### src/rtl/writeback_tracker.sv
// writeback_tracker
// Producer side of the EX-stage operand bypass. Owns the EX/MEM and MEM/WB
// destination/result registers that the bypass selector reads. It raises the
// load-use stall toward ID/EX, freezes the pipe while a load waits on data
// memory, and counts stall cycles.
//
// Ports:
//   clk, rst            clock; synchronous active-high reset
//   ex_*                EX-stage instruction (valid, dest, write-enable, load, result, flush)
//   id_rs, id_rt        ID-stage source registers, used for load-use detection
//   mem_ready/mem_rdata data-memory load return handshake
//   ex_mem_* / mem_wb_* MEM- and WB-stage destination, write-enable and data
//   load_use_stall      comb: hold PC/IF/ID and inject a bubble into ID/EX
//   pipe_hold           comb: freeze every stage while a load waits on memory
//   stall_count         saturating count of cycles with either stall asserted
module writeback_tracker #(
    parameter int DATA_W = 32,
    parameter int CNT_W  = 16
) (
    input  logic              clk,
    input  logic              rst,
    input  logic              ex_valid,
    input  logic [4:0]        ex_write_reg,
    input  logic              ex_reg_write,
    input  logic              ex_mem_read,
    input  logic [DATA_W-1:0] ex_alu_result,
    input  logic              ex_flush,
    input  logic [4:0]        id_rs,
    input  logic [4:0]        id_rt,
    input  logic              mem_ready,
    input  logic [DATA_W-1:0] mem_rdata,
    output logic [4:0]        ex_mem_write_reg,
    output logic [4:0]        mem_wb_write_reg,
    output logic              ex_mem_reg_write,
    output logic              mem_wb_reg_write,
    output logic [DATA_W-1:0] ex_mem_alu_result,
    output logic [DATA_W-1:0] mem_wb_data,
    output logic              load_use_stall,
    output logic              pipe_hold,
    output logic [CNT_W-1:0]  stall_count
);

    typedef enum logic {
        RUN  = 1'b0,
        WAIT = 1'b1
    } state_t;

    state_t state, state_nxt;

    logic ex_wen;
    logic ex_load;
    logic ex_mem_load;   // EX/MEM holds a live load
    logic lu_hit;

    // A flushed or invalid instruction enters EX/MEM as a bubble.
    assign ex_wen  = ex_valid & ex_reg_write & ~ex_flush;
    assign ex_load = ex_valid & ex_mem_read & ~ex_flush;

    // Load-use hazard: the EX load's destination is needed by the ID instruction.
    // r0 never carries a dependency.
    assign lu_hit = ex_valid & ex_mem_read & ex_reg_write & ~ex_flush
                  & (ex_write_reg != 5'd0)
                  & ((ex_write_reg == id_rs) | (ex_write_reg == id_rt));

    // A full-pipe freeze supersedes the load-use bubble.
    assign load_use_stall = lu_hit & ~pipe_hold;

    always_comb begin
        state_nxt = state;
        pipe_hold = 1'b0;
        case (state)
            RUN: begin
                // A load whose data arrives in its first MEM cycle causes no hold.
                if (ex_mem_load && !mem_ready) begin
                    pipe_hold = 1'b1;
                    state_nxt = WAIT;
                end
            end
            WAIT: begin
                if (mem_ready) state_nxt = RUN;
                else           pipe_hold = 1'b1;
            end
            default: state_nxt = RUN;
        endcase
    end

    always_ff @(posedge clk) begin
        if (rst) state <= RUN;
        else     state <= state_nxt;
    end

    // Pipeline registers: frozen while pipe_hold, otherwise advance one stage.
    always_ff @(posedge clk) begin
        if (rst) begin
            ex_mem_write_reg  <= '0;
            ex_mem_reg_write  <= 1'b0;
            ex_mem_load       <= 1'b0;
            ex_mem_alu_result <= '0;
            mem_wb_write_reg  <= '0;
            mem_wb_reg_write  <= 1'b0;
            mem_wb_data       <= '0;
        end else if (!pipe_hold) begin
            ex_mem_write_reg  <= ex_write_reg;
            ex_mem_reg_write  <= ex_wen;
            ex_mem_load       <= ex_load;
            ex_mem_alu_result <= ex_alu_result;
            mem_wb_write_reg  <= ex_mem_write_reg;
            mem_wb_reg_write  <= ex_mem_reg_write;
            mem_wb_data       <= ex_mem_load ? mem_rdata : ex_mem_alu_result;
        end
    end

    always_ff @(posedge clk) begin
        if (rst)
            stall_count <= '0;
        else if ((load_use_stall || pipe_hold) && !(&stall_count))
            stall_count <= stall_count + CNT_W'(1);
    end

endmodule

### config.mk
export PLATFORM = sky130hd
export DESIGN_NAME = writeback_tracker
export DESIGN_NICKNAME = d
export VERILOG_FILES = /design/src/rtl/writeback_tracker.sv
export SDC_FILE = /design/constraint.sdc
export NUM_CORES = 1
export LEC_CHECK = 0
export BUFFER_PORTS_ARGS = -buffer_cell sky130_fd_sc_hd__buf_2
export CORE_ASPECT_RATIO = 1.1
export CORE_MARGIN = 8
export CORE_UTILIZATION = 47
export DETAILED_ROUTE_END_ITERATION = 8
export PLACE_DENSITY = 0.79
export SYNTH_ARGS = -nofsm -noshare
export SYNTH_HDL_FRONTEND = slang
export SYNTH_SLANG_ARGS = --single-unit
### constraint.sdc
create_clock -name clk -period 2.6 [get_ports clk]
set_clock_uncertainty 0.05 [all_clocks]
set_input_delay 0.39 -clock clk [delete_from_list [all_inputs] [get_ports clk]]
set_output_delay 0.39 -clock clk [all_outputs]
set_load 0.01 [all_outputs]
==> out/qor.yml <==
routing:
  vias: 3894
  drcViolationCount: 0
  drtIter0Drc: 145
  postRouteAntennaNets: 0
  vias_per_cell: 5.23
  first_pass_iters: 4
  wl_per_cell_um: 15.7
  finalWirelength_um: 11700
job:
  max_cap_viol_count: 0
worst_setup_path:
  endpoint_kind: "output port"
  critPathMaxFanout: 4
  crit_arrival_ns: 1.72
  path_buf_inv: 2
  slowest_stage: "or4_1"
  max_stage_delay_ns: 0.52
  crit_chain: "buf_2 -> or4_1 -> o2111a_1 -> and3_1 -> buf_2"
  worstSetupPathType: "input port to output port"
  path_delay_family: "simple AND/OR/NAND/NOR gates"
  worst_path_most_repeated_cell: "buf_2"
  worstPathRequired_ns: 2.16
  cp-start-kind: "input port"
synthesis:
  synthCells: 466
  synthMuxAreaShare_pct: 8.65
  synth_area_um2: 3990
  synth_edf_count: 0
  async_flop_share_pct: 0
  yosysUniqueCellTypes: 42
  synthXorXnorAreaFrac_pct: 2.41
  synth_fa_ha_area_share_pct: 0.314
  synth-simple-area-share_pct: 19.2
  synth.avg_cell_area_um2: 8.56
  synth-compound-area-share_pct: 18.3
  synth_fp_nets: 553
  ys_seq_area_share_pct: 47.2
  yosysWarnings: 0
  synth_top_family_by_area: "simple AND/OR/NAND/NOR gates"
  ys_ff_latch: 94
  ys.flop_type: "dfxtp_1"
die:
  die_h_um: 113
  die-area_um2: 11700
  die_x_um: 104
  coreArea_um2: 8320
  io_pins: 180
  start_util_pct: 48.0
  rows: 35
cts:
  numCtsBuffers: 9
  cts_root_buf: "clkbuf_8"
  cts_tree: "yes"
  cts.sinks: 94
  cts_setup_buffers: 0
  clkSlewWorstSetupHoldPaths_ns: 0.10
  cts_hold_buf: 0
  cts_resized: 0
  cts.path.max_buffers: 2
  clock_latency_ns: 0.36
  htreeDepth: 3
sta:
  maxSlewHeadroom_pct: 52.3
  finalHoldViolations: 0
  period_share_pct: 83.0
  tns_ns: 0
  rsz0062_at_grt: "no"
  fmax_mhz: 463
  worst_pin_slew_ns: 0.715
  slew_viol_final: 0
  fin_crit_ns: 2.16
  fin_ws_ns: 0.441
  setup_violations: 0
final_layout:
  reg_top3: "ex_mem_alu_result x32, mem_wb_data x32, stall_count x16"
  fill_cells: 742
  n_antenna_cell: 0
  syn_to_final_growth_pct: 29.9
  design_area_um2: 5180
  drive_gt1_share_pct: 34.7
  layout.nets: 716
  fin_util_pct: 62.3
placement:
  globalplace.congestion: 0.818
  io_buffer_count: 179
  dpl_worst_slack_ns: 0.403
  dp_hpwl_um: 8610
  place_area_um2: 4960
grt:
  gr-usage-all-layers_pct: 19.5
  antenna_found_initial: 0
  grt_pass1_vias: 3904
  grt_max_degree: 77
  grt-ovfl-total: 0
  grt_pass1_wl_um: 19000
status:
  status: "completed"
power:
  p_leak_nw: 2.37
  vdd_drop_max_v: 0.000254
  power_density_nw_per_um2: 583
min_path:
  hp-class: "input port to flop"
-- power by group --
group / internal, mW / leakage [nW] / switching [mW]
clock: 0.551 / 0.109 / 0.524
combinational: 0.176 / 1.49 / 0.213
sequential: 1.51 / 0.774 / 0.0454
total: 2.24 / 2.37 / 0.782
-- tightest hold or removal path, stage by stage --
cell,delay (ns)
buf_2,0.09
nand2_1,0.04
a21oi_1,0.05
-- per-layer routing --
layer	wire length, um	track usage [%]	share of wire, %	vias to the layer above
met5	0	0	0	-
met4	166	7.25	1.4	0
met3	849	5.73	7.3	15
met2	6010	34.5	52	131
met1	4640	21.6	40	1804
li1	-	-	-	1944
-- placed cells by master, fill, tap and decap left out, drive strengths merged, types with 7 or more instances in the layout --
cell type / instances
clkbuf: 10
a21oi: 57
dfxtp: 94
xnor2: 11
nand2: 95
a211oi: 32
o21ai: 10
nand3: 10
or3: 7
mux2i: 33
nor2: 41
buf: 185
inv: 8
-- final cells by class --
| cell class | instances | area [um2] | share of cell area [%] |
|---|---|---|---|
| clock buffer | 10 | 128 | 2.46 |
| clock inverter | 6 | 92.6 | 1.79 |
| inverter | 7 | 26.3 | 0.507 |
| multi-input combinational | 332 | 1960 | 37.8 |
| sequential | 94 | 1880 | 36.3 |
| tap | 111 | 139 | 2.68 |
| timing repair buffer | 185 | 956 | 18.4 |
-- synth_stat cells, types with 2 or more instances --
master	count	area [um2]
a211oi_1	32	240
a21o_1	3	22.5
a21oi_1	49	245
a21oi_2	8	70.1
and3_1	4	25.0
buf_1	4	15.0
buf_2	2	10.0
clkbuf_1	26	97.6
dfxtp_1	94	1880
inv_1	7	26.3
mux2i_1	33	330
nand2_1	93	349
nand2_2	2	12.5
nand3_1	10	50.1
nand4_1	4	25.0
nor2_1	41	154
nor2b_1	2	12.5
nor4_1	2	12.5
o21ai_0	4	20.0
o21ai_1	4	20.0
o21ai_2	2	17.5
o31ai_1	2	15.0
or3_1	7	43.8
or4_1	3	22.5
xnor2_1	11	96.3
-- cells by family after synthesis --
family	after synthesis
flip-flops	94
AO/OA/AOI/OAI	112
adder cells (fa/ha/maj)	1
AND/OR/NAND/NOR	174
multiplexers	34
buffers and inverters	40
XOR/XNOR	11
-- stage by stage --
stage                     total power, mW  hold WS [ns]  cells
after floorplan                      1.80         0.426    466
after global placement               1.97         0.388    729
after detailed placement             1.99         0.393    729
after CTS                            3.05         0.191    745
after global routing                 3.17         0.201    745
final                                3.02         0.209    745
-- path summary, 6_finish.rpt --
kind / startpoint / end / slack, ns / cells after the start
max: ex_write_reg[0] / load_use_stall / 0.44 / 5
max reg2reg: stall_count[2] / stall_count[10] / 0.44 / 6
min: ex_alu_result[18] / ex_mem_alu_result[18] / 0.21 / 3
min reg2reg: mem_wb_reg_write / mem_wb_reg_write / 0.40 / 2
Note: power is estimated with default switching activity, not from simulation.
